**src/rtl/seg_pkg.sv**
```systemverilog
// Shared constants for the seven-segment scan controller: segment patterns,
// digit register width and requester identifiers.
package seg_pkg;

  localparam int unsigned DIGIT_W = 5;  // {dp, hex value}

  localparam logic REQ_A = 1'b0;
  localparam logic REQ_B = 1'b1;

  // Bit order {g,f,e,d,c,b,a}, 1 = segment lit.
  localparam logic [6:0] SEG_0 = 7'h3F;
  localparam logic [6:0] SEG_1 = 7'h06;
  localparam logic [6:0] SEG_2 = 7'h5B;
  localparam logic [6:0] SEG_3 = 7'h4F;
  localparam logic [6:0] SEG_4 = 7'h66;
  localparam logic [6:0] SEG_5 = 7'h6D;
  localparam logic [6:0] SEG_6 = 7'h7D;
  localparam logic [6:0] SEG_7 = 7'h07;
  localparam logic [6:0] SEG_8 = 7'h7F;
  localparam logic [6:0] SEG_9 = 7'h6F;
  localparam logic [6:0] SEG_A = 7'h77;
  localparam logic [6:0] SEG_B = 7'h7C;
  localparam logic [6:0] SEG_C = 7'h39;
  localparam logic [6:0] SEG_D = 7'h5E;
  localparam logic [6:0] SEG_E = 7'h79;
  localparam logic [6:0] SEG_F = 7'h71;

endpackage

```
**src/rtl/seg_hex_decode.sv**
```systemverilog
// Combinational hex nibble to seven-segment pattern decoder.
module seg_hex_decode
  import seg_pkg::*;
(
  input  logic [3:0] val,
  output logic [6:0] seg
);

  always_comb begin
    seg = SEG_0;
    unique case (val)
      4'h0: seg = SEG_0;
      4'h1: seg = SEG_1;
      4'h2: seg = SEG_2;
      4'h3: seg = SEG_3;
      4'h4: seg = SEG_4;
      4'h5: seg = SEG_5;
      4'h6: seg = SEG_6;
      4'h7: seg = SEG_7;
      4'h8: seg = SEG_8;
      4'h9: seg = SEG_9;
      4'hA: seg = SEG_A;
      4'hB: seg = SEG_B;
      4'hC: seg = SEG_C;
      4'hD: seg = SEG_D;
      4'hE: seg = SEG_E;
      4'hF: seg = SEG_F;
    endcase
  end

endmodule

```
**src/rtl/seg_scan_ctrl.sv**
```systemverilog
// Multiplexed seven-segment scan controller with PWM brightness, anode dead time
// and a round-robin two-requester write port into the digit register file.
module seg_scan_ctrl
  import seg_pkg::*;
#(
  parameter int unsigned SCAN_DIV = 100000,
  parameter int unsigned N_DIGITS = 4
) (
  input  logic                clk,
  input  logic                clr,
  input  logic                req_a,
  input  logic [1:0]          idx_a,
  input  logic [3:0]          val_a,
  input  logic                dp_a,
  input  logic                req_b,
  input  logic [1:0]          idx_b,
  input  logic [3:0]          val_b,
  input  logic                dp_b,
  output logic                gnt_a,
  output logic                gnt_b,
  input  logic [3:0]          bright,
  output logic [N_DIGITS-1:0] an,
  output logic [7:0]          ca
);

  // The slot divider is split into a prescaler and a 16-step PWM phase counter,
  // so the phase is div_cnt / (SCAN_DIV/16) without a divider.
  localparam int unsigned      PreDiv = SCAN_DIV / 16;
  localparam int unsigned      PreW   = (PreDiv > 1) ? $clog2(PreDiv) : 1;
  localparam logic [PreW-1:0]  PreMax = PreW'(PreDiv - 1);
  localparam int unsigned      SelW   = $clog2(N_DIGITS);
  localparam logic [SelW-1:0]  SelMax = SelW'(N_DIGITS - 1);

  logic [PreW-1:0]    pre_q, pre_d;
  logic [3:0]         sub_q, sub_d;
  logic [SelW-1:0]    sel_q, sel_d;
  logic [3:0]         bright_q, bright_d;
  logic               last_gnt_q, last_gnt_d;
  logic [DIGIT_W-1:0] digit_q [N_DIGITS];

  logic               elig_a, elig_b, win_a, win_b;
  logic               slot_start;
  logic [DIGIT_W-1:0] cur_digit;
  logic [6:0]         seg;
  logic [N_DIGITS-1:0] an_d;
  logic [7:0]         ca_d;

  // A requester granted last cycle sits out one cycle, capping each at 1 write / 2 cycles.
  always_comb begin
    elig_a     = req_a && !gnt_a;
    elig_b     = req_b && !gnt_b;
    win_a      = elig_a && (!elig_b || (last_gnt_q == REQ_B));
    win_b      = elig_b && !win_a;
    last_gnt_d = last_gnt_q;
    if (win_a) begin
      last_gnt_d = REQ_A;
    end else if (win_b) begin
      last_gnt_d = REQ_B;
    end
  end

  assign cur_digit = digit_q[sel_q];

  seg_hex_decode u_dec (
    .val (cur_digit[3:0]),
    .seg (seg)
  );

  always_comb begin
    slot_start = (pre_q == '0) && (sub_q == '0);
    pre_d      = pre_q + PreW'(1);
    sub_d      = sub_q;
    sel_d      = sel_q;
    if (pre_q == PreMax) begin
      pre_d = '0;
      sub_d = sub_q + 4'd1;
      if (sub_q == 4'd15) begin
        sel_d = (sel_q == SelMax) ? '0 : sel_q + SelW'(1);
      end
    end
    bright_d = slot_start ? bright : bright_q;
    ca_d     = slot_start ? {cur_digit[DIGIT_W-1], seg} : ca;
    // Slot start is the dead-time cycle; after that the PWM phase gates the anode.
    an_d     = '0;
    if (!slot_start && (sub_q < bright_q)) begin
      an_d = N_DIGITS'(1) << sel_q;
    end
  end

  always_ff @(posedge clk) begin
    if (clr) begin
      pre_q      <= '0;
      sub_q      <= '0;
      sel_q      <= '0;
      bright_q   <= '0;
      last_gnt_q <= REQ_B;
      gnt_a      <= 1'b0;
      gnt_b      <= 1'b0;
      an         <= '0;
      ca         <= '0;
    end else begin
      pre_q      <= pre_d;
      sub_q      <= sub_d;
      sel_q      <= sel_d;
      bright_q   <= bright_d;
      last_gnt_q <= last_gnt_d;
      gnt_a      <= win_a;
      gnt_b      <= win_b;
      an         <= an_d;
      ca         <= ca_d;
    end
  end

  always_ff @(posedge clk) begin
    if (clr) begin
      for (int i = 0; i < N_DIGITS; i++) begin
        digit_q[i] <= '0;
      end
    end else if (win_a) begin
      digit_q[idx_a] <= {dp_a, val_a};
    end else if (win_b) begin
      digit_q[idx_b] <= {dp_b, val_b};
    end
  end

endmodule

```
**config.mk**
```make
export PLATFORM = sky130hd
export DESIGN_NAME = seg_scan_ctrl
export DESIGN_NICKNAME = d
export VERILOG_FILES = /design/src/rtl/seg_pkg.sv /design/src/rtl/seg_hex_decode.sv /design/src/rtl/seg_scan_ctrl.sv
export SDC_FILE = /design/constraint.sdc
export NUM_CORES = 1
export LEC_CHECK = 0
export CORE_MARGIN = 2
export CORE_UTILIZATION = 50
export CTS_CLUSTER_SIZE = 40
export DETAILED_ROUTE_END_ITERATION = 10
export PLACE_DENSITY = 0.85
export SKIP_LAST_GASP = 1
export SLEW_MARGIN = 20
export SYNTH_ARGS = -nofsm -noshare
export SYNTH_HDL_FRONTEND = slang
export SYNTH_SLANG_ARGS = --single-unit
```
**constraint.sdc**
```tcl
create_clock -name clk -period 2.1 [get_ports clk]
set_input_delay 0.21 -clock clk [delete_from_list [all_inputs] [get_ports clk]]
set_output_delay 0.21 -clock clk [all_outputs]
set_load 0.02 [all_outputs]
```
==> results of run 1 <==
[cells by family (layout without fill, tap and decap cells)]
family,count (synthesis),count (layout),share of synthesized area
compound gates,40,40,0.09423
flops,60,60,0.4754
mux,14,14,0.06961
xor+xnor,13,13,0.03863
fa+ha+maj,16,16,0.06791
buf+inv,25,112,0.03353
simple gates,120,120,0.2207
[sequential cells by signal, summed over array words and instances (netlist names), named ones only]
name / flops
digit_q: 20
pre_q: 13
ca: 8
an: 4
bright_q: 4
sub_q: 4
sel_q: 2
gnt_a: 1
gnt_b: 1
last_gnt_q: 1
[worst max-delay path: stages, from the launching register on]
cell and delay (ns):
dfxtp_2 0.32, inv_2 0.06, ha_4 0.13, or4b_4 0.47
or4_4 0.55, buf_6 0.16, buf_4 0.13, o31ai_1 0.20
[final timing paths]
kind,endpoint,slack [ns],cells after the start
worst max-delay path,ca[2]$_SDFFE_PP0P_,0.004,7
worst max register to register,ca[2]$_SDFFE_PP0P_,0.004,7
worst min-delay path,bright_q[3]$_SDFFE_PP0P_,0.44,3
worst min register to register,ca[7]$_SDFFE_PP0P_,0.46,2
[cell usage after synthesis (all sizes together)]
| library cell | number | area (um2) |
|---|---|---|
| a21oi | 11 | 58.81 |
| mux2i | 7 | 70.07 |
| buf | 5 | 23.77 |
| or3 | 5 | 31.28 |
| mux2 | 2 | 22.52 |
| or4b | 2 | 20.02 |
| ha | 16 | 200.2 |
| o32ai | 3 | 33.79 |
| edfxtp | 20 | 600.6 |
| dfxtp | 40 | 800.8 |
| clkbuf | 4 | 15.01 |
| nor2b | 6 | 37.54 |
| xnor2 | 4 | 35.03 |
| and2 | 10 | 62.56 |
| nor4 | 4 | 40.04 |
| or2 | 5 | 31.28 |
| o22ai | 2 | 12.51 |
| or4 | 2 | 18.77 |
| nor2 | 31 | 116.4 |
| nand4 | 5 | 37.53 |
| inv | 16 | 60.06 |
| nor3 | 6 | 30.03 |
| a22o | 6 | 52.55 |
| o31ai | 1 | 7.510 |
| and3b | 2 | 17.52 |
| o211ai | 1 | 7.510 |
| o22a | 1 | 8.760 |
| and3 | 3 | 18.77 |
| xor2 | 9 | 78.83 |
| a211o | 2 | 17.52 |
| nand3 | 4 | 20.02 |
| nor4b | 1 | 8.760 |
| mux4 | 5 | 112.6 |
| o21ai | 8 | 40.03 |
| nor3b | 3 | 22.52 |
| a22oi | 2 | 15.01 |
| a21o | 2 | 15.01 |
| nand3b | 1 | 7.510 |
| nand2 | 23 | 86.33 |
| nand2b | 7 | 43.79 |
| a2111oi | 1 | 8.760 |
[metrics by stage]
step	cells	setup WS, ns	TNS, ns	area [um2]
2_1_floorplan	288	0.01524	0	2965
3_3_place_gp	424	-0.09150	-0.8099	3652
3_5_place_dp	424	-0.1378	-2.437	3652
4_1_cts	441	0.03329	0	3904
5_1_grt	447	-0.06758	-0.2702	3981
6_report	447	0.003658	0	3981
[cell type report]
type | count | area, um2 | area share
clock buffers | 9 | 123.9 | 0.03111
repair buffers | 80 | 695.7 | 0.1747
multi-input cells | 203 | 1516 | 0.3809
clock inverters | 7 | 91.34 | 0.02294
flip-flops and latches | 60 | 1404 | 0.3526
well taps | 72 | 90.09 | 0.02263
inverters | 16 | 60.06 | 0.01508
[per-layer routing]
metal | GRT usage | routed length [um]
met1 | 0.2380 | 2685
met3 | 0.04778 | 231
met2 | 0.3750 | 3303
met5 | 0 | 0
met4 | 0.06271 | 68
[power breakdown]
part | internal [W] | switching [W] | total (W)
Clock | 0.000663 | 0.000462 | 0.00113
Combinational | 0.000256 | 0.000223 | 0.000479
Sequential | 0.00127 | 0.0000347 | 0.00131
Total | 0.00219 | 0.000720 | 0.00291
[what timing repair did]
action,CTS,global route
setup buffers,1,6
endpoints found under the hold margin,0,0
pin swaps,1,6
hold buffers,0,0
endpoints found under the setup margin,12,8
gates resized for setup,7,10
==> reports/results.tsv, run 1 <==
stage	metric	value	unit
status	status	finished, final reports clean	
synth	Distinct cells, synth	49	
critical_path	FF-to-FF Start	sub_q[1]$_SDFFE_PP0P_	
grt	Overflow after GRT	0	
critical_path	Startpoint Class	flip-flop	
critical_path	Setup CP Type	flip-flop to flip-flop	
clocking	CTS tree	yes	
critical_path	worst path arrival time	2.35	ns
routing	1st-iter DRT viols	102	
synth	Yosys reg bits	60	
routing	Post-DRT Antenna Nets	0	
pwr	pwr/cell area	731.8	nW/um2
flow_run	max cap viols	0	
die	Die Span Y	80.79	um
placed_design	number of port buffers	35	
clocking	htree depth	3	
cells_and_area	Final nets	408	
critical_path	CP startpoint	sub_q[1]$_SDFFE_PP0P_	
placed_design	detailed placer's ending HPWL	4.492	mm
die	die width	80.79	um
synth	YS warnings	0	
sta	final hold vios	0	
pwr	Tot Pwr	0.002913	W
clocking	Clk Latency, worst-skew pair	0.33	ns
sta	final number of setup-violating endpoints	0	
synth	mapped cell area	2948	um2
die	total die area	6526	um2
clocking	cts bufs inserted	9	
routing	routed wire length	6.288	mm
critical_path	Req. time, crit path	2.35	ns
grt	antenna violations before repair	0	
routing	DRC viols	0	
critical_path	Crit. End Element	flip-flop	
grt	pin count of the biggest net entering global routing	25	
sta	Peak Freq	477.0	MHz
clocking	Longest Clk Path Bufs	2	
cells_and_area	fillers	408	
sta	post-layout min period	2.096	ns
sta	period utilisation layout	0.9983	
synth	syn_nets	326	
synth	Syn Area/Cell	10.24	um2
sta	slew margin rel.	0.7145	
cells_and_area	area grow syn2layout	35.06	%
synth	post-synthesis cell count	288	
grt	vias in the first global route	2358	
routing	via count	2357	
routing	routed length per instance	14.07	um
die	Ports	36	
sta	RSZ-0062 raised after global routing	true	
clocking	clk sinks	60	
pwr	worst vdd ir	538.6	uV
sta	worst clock skew	0.008019	ns
clocking	clk slew on worst S/H paths	0.07	ns
routing	routed vias/inst	5.273	
placed_design	global placer's final weighted congestion	0.8520	
sta	WHS	0.4376	ns
die	Initial Util	0.5257	
cells_and_area	most frequent cells in the layout	buf_4, dfxtp_1, clkdlybuf4s50_1	
synth	Seq/Total Area, Yosys	0.4754	
pwr	P_leak	1.626	nW
cells_and_area	share of post-route cells with drive strength above 1	0.2453	
sta	Worst Tran Pin Value	0.4274	ns
die	core box area	5608	um2
sta	Slew Viols, Final	0	
clocking	clock root buffer	clkbuf_8	
cells_and_area	most common cell after layout, fill and taps aside	buf_4	
cells_and_area	ant diodes	0	
grt	GR Util All Layers	0.2050	
die	row count	27	
min_path	worst hold path startpoint	bright[3]	
grt	global-route wire length before repair	10.20	mm
min_path	HP Class	input pin to flip-flop	
cells_and_area	Finished Core Util	0.7100	
routing	TritonRoute pass-1 iters	4	
critical_path	Max Fanout on Critical Path	5	
Power figures use the tool's default switching activity.
==> run 2, diff against run 1 <==
Settings changed: CORE_UTILIZATION 50 to 53, DONT_BUFFER_PORTS set to 1, PLACE_DENSITY 0.85 to 0.8.
==> run 2 against run 1 <==
Against the previous run:
- the run now ends with hold timing left
- maximum frequency grew 2.2%
- power shrank 9.2%
- final cell count shrank 8.5%
- sequential share of layout area grew 4.2 points
- worst hold slack lost 0.51 ns
- critical path type unchanged
- critical endpoint is now sel_q[0]$_SDFFE_PP0P_
- highest routed layer unchanged
==> reports/results.tsv, run 2 (synthesis gave the netlist of run 1 again) <==
stage	metric	value	unit	change
routing	routed wire length	6.043	mm	-3.9%
die	core box area	5439	um2	-3.0%
grt	antenna violations before repair	0		unchanged
placed_design	number of port buffers	0		-100%
clocking	htree depth	3		unchanged
sta	final number of setup-violating endpoints	0		unchanged
sta	WHS	-0.06888	ns	-0.5065 ns
flow_run	max cap viols	0		unchanged
sta	post-layout min period	2.050	ns	-0.04599 ns
clocking	Longest Clk Path Bufs	2		unchanged
cells_and_area	most common cell after layout, fill and taps aside	buf_4		
critical_path	Req. time, crit path	2.38	ns	+0.03 ns
critical_path	worst path arrival time	2.33	ns	-0.02 ns
sta	Final Worst Setup Slack	0.04965	ns	+0.04599 ns
routing	1st-iter DRT viols	71		-30%
die	Die Span Y	78.58	um	-2.7%
status	failing checks	hold timing		
routing	routed length per instance	14.78	um	+5.0%
clocking	hold_buf cts	1		+1
sta	slew margin rel.	0.7365		+0.02202
routing	via count	2214		-6.1%
cells_and_area	final cell count without fillers	409		-8.5%
cells_and_area	max reg flops	20		unchanged
cells_and_area	Multi-input gate area	1498	um2	-1.2%
critical_path	CP cell instances	or4_4, buf_6, nor4_4, nand4_2, or3_4, a21oi_2		
grt	pin count of the biggest net entering global routing	30		+20%
cells_and_area	fillers	411		+0.74%
cells_and_area	area grow syn2layout	20.59	%	
sta	Worst Tran Pin Value	0.3852	ns	-0.04216 ns
routing	met2 wire length	2.906	mm	-12%
placed_design	global placer's final weighted congestion	0.8675		+1.8%
routing	DRC viols	0		unchanged
die	Ports	36		unchanged
critical_path	Max Fanout on Critical Path	4		-1
clocking	Clk Latency, worst-skew pair	0.34	ns	about the same
critical_path	crit-path max cell delay	0.54	ns	about the same
routing	TritonRoute pass-1 iters	5		+1
routing	routed vias/inst	5.413		+2.7%
clocking	cts bufs inserted	9		unchanged
pwr	P_leak	1.451	nW	-11%
cells_and_area	ant diodes	0		unchanged
cells_and_area	Final nets	370		-9.3%
critical_path	Setup CP Type	flip-flop to flip-flop		
cells_and_area	Top reg by flops	digit_q		
sta	period utilisation layout	0.9764		-0.02190
sta	Peak Freq	487.7	MHz	+2.2%
critical_path	FF-to-FF Start	pre_q[9]$_SDFF_PP0_		
sta	Slew Viols, Final	0		unchanged
critical_path	Crit. End Element	flip-flop		
clocking	clk sinks	60		unchanged
sta	RSZ-0062 raised after global routing	true		
critical_path	Startpoint Class	flip-flop		
grt	global-route wire length before repair	9.570	mm	-6.2%
critical_path	CP startpoint	pre_q[9]$_SDFF_PP0_		
placed_design	Post-DP Area	3264	um2	-11%
min_path	worst hold path startpoint	clr		
clocking	clk slew on worst S/H paths	0.07	ns	about the same
sta	worst clock skew	0.004105	ns	-0.003914 ns
pwr	pwr/cell area	744.0	nW/um2	+1.7%
grt	GR Util All Layers	0.2017		-0.003326
clocking	clock root buffer	clkbuf_8		
critical_path	worst path bufs/invs	1		-2
clocking	CTS tree	yes		
routing	Met1 Routed Length	2.613	mm	-2.7%
die	row count	27		unchanged
routing	Post-DRT Antenna Nets	0		unchanged
die	die width	78.58	um	-2.7%
critical_path	Worst path top cell family by delay	simple AND/OR/NAND/NOR gates		
placed_design	detailed placer's ending HPWL	4.101	mm	-8.7%
grt	vias in the first global route	2052		-13%
cells_and_area	most frequent cells in the layout	buf_4, dfxtp_1, nor2_1		
placed_design	Inst Count DP	384		-9.4%
cells_and_area	final instance area	3555	um2	-11%
pwr	worst vdd ir	467.0	uV	-13%
min_path	HP Class	input pin to flip-flop		
cells_and_area	Regs by FF count	digit_q x20, pre_q x13, ca x8		
critical_path	Worst path slowest cell	or4_4		
die	total die area	6175	um2	-5.4%
grt	Overflow after GRT	0		unchanged
status	status	finished, violations left		
routing	routed wl met3	362	um	+57%
placed_design	pre-CTS WS	-0.07274	ns	+0.06503 ns
routing	uppermost layer routed	met4		
sta	final hold vios	18		+18
cells_and_area	share of post-route cells with drive strength above 1	0.2374		-0.007945
cells_and_area	FF/Latch Area	1404	um2	unchanged
die	Initial Util	0.5420		+0.01632
## run 2: changes by cell type in the layout (fill, tap and decap cells not counted), sizes merged
cell           previous run  this run
clkdlybuf4s50            35         0
buf                      45        41
bufinv                    2         1
clkinv                    4         5
dlygate4sd3               0         1
## run 2: what timing repair did
| item | 4_1_cts | 5_1_grt |
|---|---|---|
| endpoints found under the hold margin | 19 | 18 |
| pin swaps | 3 | 4 |
| cloned | 0 | 0 |
| buffers inserted | 2 | 6 |
| resized for setup | 5 | 6 |
| endpoints found under the setup margin | 3 | 10 |
## run 2: metal layers
| layer | vias to the layer above | track usage |
|---|---|---|
| met1 | 1023 | 0.2566 |
| li1 | 1109 | - |
| met5 | - | 0 |
| met2 | 69 | 0.3111 |
| met3 | 13 | 0.05977 |
| met4 | 0 | 0.1018 |
## run 2: stage by stage
stage / power, W / hold WS (ns) / TNS (ns) / util
floorplan: 0.001563 / 0.3505 / 0 / -
global placement: 0.001643 / 0.2874 / -0.003124 / 0.6002
detailed placement: 0.001657 / 0.2889 / -0.1501 / 0.6002
CTS: 0.002632 / -0.07823 / 0 / 0.6411
global route: 0.002762 / -0.08303 / -0.1081 / 0.6536
finish: 0.002645 / -0.06888 / 0 / 0.6536
## run 2: report_power, final
part	leakage (nW)	internal [W]	total, W	switching [W]
Combinational	0.825	0.000168	0.000331	0.000163
Clock	0.0892	0.000528	0.000971	0.000443
Sequential	0.536	0.00128	0.00134	0.0000665
## run 2: final timing paths
check	end	depth (start not counted)	slack, ns
hold reg to reg	bright_q[0]$_SDFFE_PP0P_	2	0.45
setup reg to reg	sel_q[0]$_SDFFE_PP0P_	6	0.05
hold / removal	flip-flop	1	-0.07
setup / recovery	sel_q[0]$_SDFFE_PP0P_	6	0.05
## run 2: final cells by class
cell class / count / share of cell area
clock buffer: 9 / 0.03485
inverter: 16 / 0.01690
clock inverter: 7 / 0.01619
sequential: 60 / 0.3949
tap: 72 / 0.02534
timing repair buffer: 42 / 0.09046
multi-input combinational: 203 / 0.4213
==> run 3, diff against run 2 <==
Settings changed: CORE_MARGIN 2 to unset.
==> run 3 against run 2 <==
Against the previous run:
- the flow still finishes with violations (hold timing)
- via count increased by 0.95%
- global-route usage is 2.6 points higher
- largest power group unchanged
- maximum frequency shrank 0.66%
- critical endpoint is now ca[3]$_SDFFE_PP0P_
==> reports/results.tsv, run 3 (synthesis gave the netlist of run 1 again) <==
stage	metric	value	unit	change
status	status	finished, violations left		
status	failing checks	hold timing		
clocking	hold_buf cts	1		unchanged
routing	DRC viols	0		unchanged
critical_path	Max Fanout on Critical Path	4		unchanged
flow_run	max cap viols	0		unchanged
placed_design	detailed placer's ending HPWL	4.216	mm	+2.8%
cells_and_area	final cell count without fillers	407		-0.49%
critical_path	Crit. End Element	flip-flop		
routing	routed vias/inst	5.491		+1.4%
critical_path	Worst R2R End	ca[3]$_SDFFE_PP0P_		
clocking	Clk Latency, worst-skew pair	0.35	ns	about the same
critical_path	worst path arrival time	2.30	ns	-0.03 ns
cells_and_area	Regs by FF count	digit_q x20, pre_q x13, ca x8		
sta	Peak Freq	484.5	MHz	-0.66%
cells_and_area	area grow syn2layout	24.24	%	
cells_and_area	max reg flops	20		unchanged
grt	vias in the first global route	2247		+9.5%
min_path	HP Class	input pin to flip-flop		
clocking	clock root buffer	clkbuf_8		
critical_path	FF-to-FF Start	sub_q[1]$_SDFFE_PP0P_		
cells_and_area	most common cell after layout, fill and taps aside	buf_4		
critical_path	Req. time, crit path	2.33	ns	-0.05 ns
die	Die Span Y	76.58	um	-2.5%
critical_path	Worst path top cell family by delay	simple AND/OR/NAND/NOR gates		
die	Initial Util	0.5628		+0.02085
critical_path	Setup CP Type	flip-flop to flip-flop		
pwr	Tot Pwr	0.002714	W	+2.6%
cells_and_area	Top reg by flops	digit_q		
grt	pin count of the biggest net entering global routing	30		unchanged
critical_path	R2R cell count	7		+1
sta	period utilisation layout	0.9829		+0.006513
placed_design	Inst Count DP	384		unchanged
sta	worst clock skew	0.005489	ns	+0.001384 ns
placed_design	number of port buffers	0		unchanged
clocking	Longest Clk Path Bufs	2		unchanged
critical_path	Crit path depth	7		+1
clocking	CTS tree	yes		
clocking	htree depth	3		unchanged
pwr	P_leak	1.481	nW	+2.1%
min_path	hold path cells	1		unchanged
sta	final hold vios	18		unchanged
cells_and_area	Final nets	370		unchanged
die	row count	26		-3.7%
routing	TritonRoute pass-1 iters	4		-1
routing	via count	2235		+0.95%
sta	Worst Tran Pin Value	0.5915	ns	+0.2063 ns
sta	final number of setup-violating endpoints	0		unchanged
critical_path	worst path bufs/invs	2		+1
placed_design	global placer's final weighted congestion	0.8108		-6.5%
sta	Slew Viols, Final	0		unchanged
pwr	worst vdd ir	579.8	uV	+24%
grt	global-route wire length before repair	10.17	mm	+6.3%
sta	WHS	-0.07593	ns	-0.007051 ns
sta	post-layout min period	2.064	ns	+0.01368 ns
sta	final setup TNS	0	ns	unchanged
clocking	cts bufs inserted	9		unchanged
critical_path	Worst path slowest cell	or4_4		
min_path	worst hold path startpoint	clr		
critical_path	CP cell instances	inv_2, ha_4, or4b_4, or4_4, buf_12, nor3_2, nor3_1		
routing	Post-DRT Antenna Nets	0		unchanged
clocking	clk sinks	60		unchanged
cells_and_area	most frequent cells in the layout	buf_4, dfxtp_1, nor2_1		
clocking	clk slew on worst S/H paths	0.06	ns	about the same
routing	routed length per instance	15.57	um	+5.4%
cells_and_area	Finished Core Util	0.6992		+0.04568
die	Ports	36		unchanged
grt	GR Util All Layers	0.2278		+0.02611
die	die width	76.58	um	-2.5%
cells_and_area	ant diodes	0		unchanged
die	core box area	5238	um2	-3.7%
die	total die area	5865	um2	-5.0%
critical_path	crit-path max cell delay	0.55	ns	about the same
cells_and_area	share of post-route cells with drive strength above 1	0.2908		+0.05341
grt	Overflow after GRT	0		unchanged
routing	routed wire length	6.337	mm	+4.9%
critical_path	worst reg-to-reg setup slack	0.04	ns	about the same
critical_path	Startpoint Class	flip-flop		
sta	RSZ-0062 raised after global routing	true		
sta	slew margin rel.	0.6046		-0.1319
pwr	pwr/cell area	741.1	nW/um2	-0.38%
grt	antenna violations before repair	0		unchanged
routing	1st-iter DRT viols	101		+42%
## run 3: cell types whose count changed in the layout (fill, tap and decap cells not counted), sizes merged
cell    previous run  this run
bufinv             1         0
clkinv             5         2
clkbuf             9        13
## run 3: how the worst max path moves through the flow
stage          slack (ns)                  start                  end
4_1_cts             -0.02  sub_q[1]$_SDFFE_PP0P_   ca[6]$_SDFFE_PP0P_
5_1_grt             -0.04    pre_q[2]$_SDFF_PP0_  pre_q[7]$_SDFF_PP0_
6_report             0.04  sub_q[1]$_SDFFE_PP0P_   ca[3]$_SDFFE_PP0P_
3_3_place_gp        -0.06    pre_q[1]$_SDFF_PP0_   ca[0]$_SDFFE_PP0P_
3_5_place_dp        -0.15    pre_q[1]$_SDFF_PP0_   ca[0]$_SDFFE_PP0P_
2_1_floorplan        0.02    pre_q[0]$_SDFF_PP0_   ca[6]$_SDFFE_PP0P_
## run 3: area by class of cell
class / instances / area (um2)
clock inverter: 3 / 17.52
inverter: 16 / 60.06
multi-input combinational: 203 / 1570
tap: 70 / 87.58
fill: 374 / 1575
timing repair buffer: 42 / 337.8
sequential: 60 / 1409
clock buffer: 13 / 180.2
## run 3: routing by layer
| metal | GRT usage | share of wire | wire length, um | vias up |
|---|---|---|---|---|
| li1 | - | - | - | 1106 |
| met1 | 0.2496 | 0.43 | 2738 | 1058 |
| met2 | 0.3757 | 0.49 | 3136 | 56 |
| met3 | 0.1042 | 0.050 | 316 | 15 |
| met4 | 0.1038 | 0.023 | 145 | 0 |
| met5 | 0 | 0 | 0 | - |
## run 3: what timing repair did
action                                  4_1_cts  5_1_grt
endpoints found under the setup margin       11       15
buffers inserted                              4        2
gates cloned                                  0        0
pin swaps                                     4        7
hold endpoints to repair                     19       18
gates resized for setup                      11       20
## run 3: metrics by stage
step | worst slack (ns) | instance area (um2)
floorplan | 0.01524 | 2965
global placement | -0.06227 | 3277
detailed placement | -0.1540 | 3277
CTS | -0.01879 | 3560
global route | -0.04197 | 3662
finish | 0.03597 | 3662
## run 3: report_power, final
part           switching, W  total, W  internal, W
Sequential        0.0000685   0.00134      0.00128
Clock              0.000450   0.00101     0.000560
Combinational      0.000175  0.000359     0.000184
Total              0.000693   0.00271      0.00202
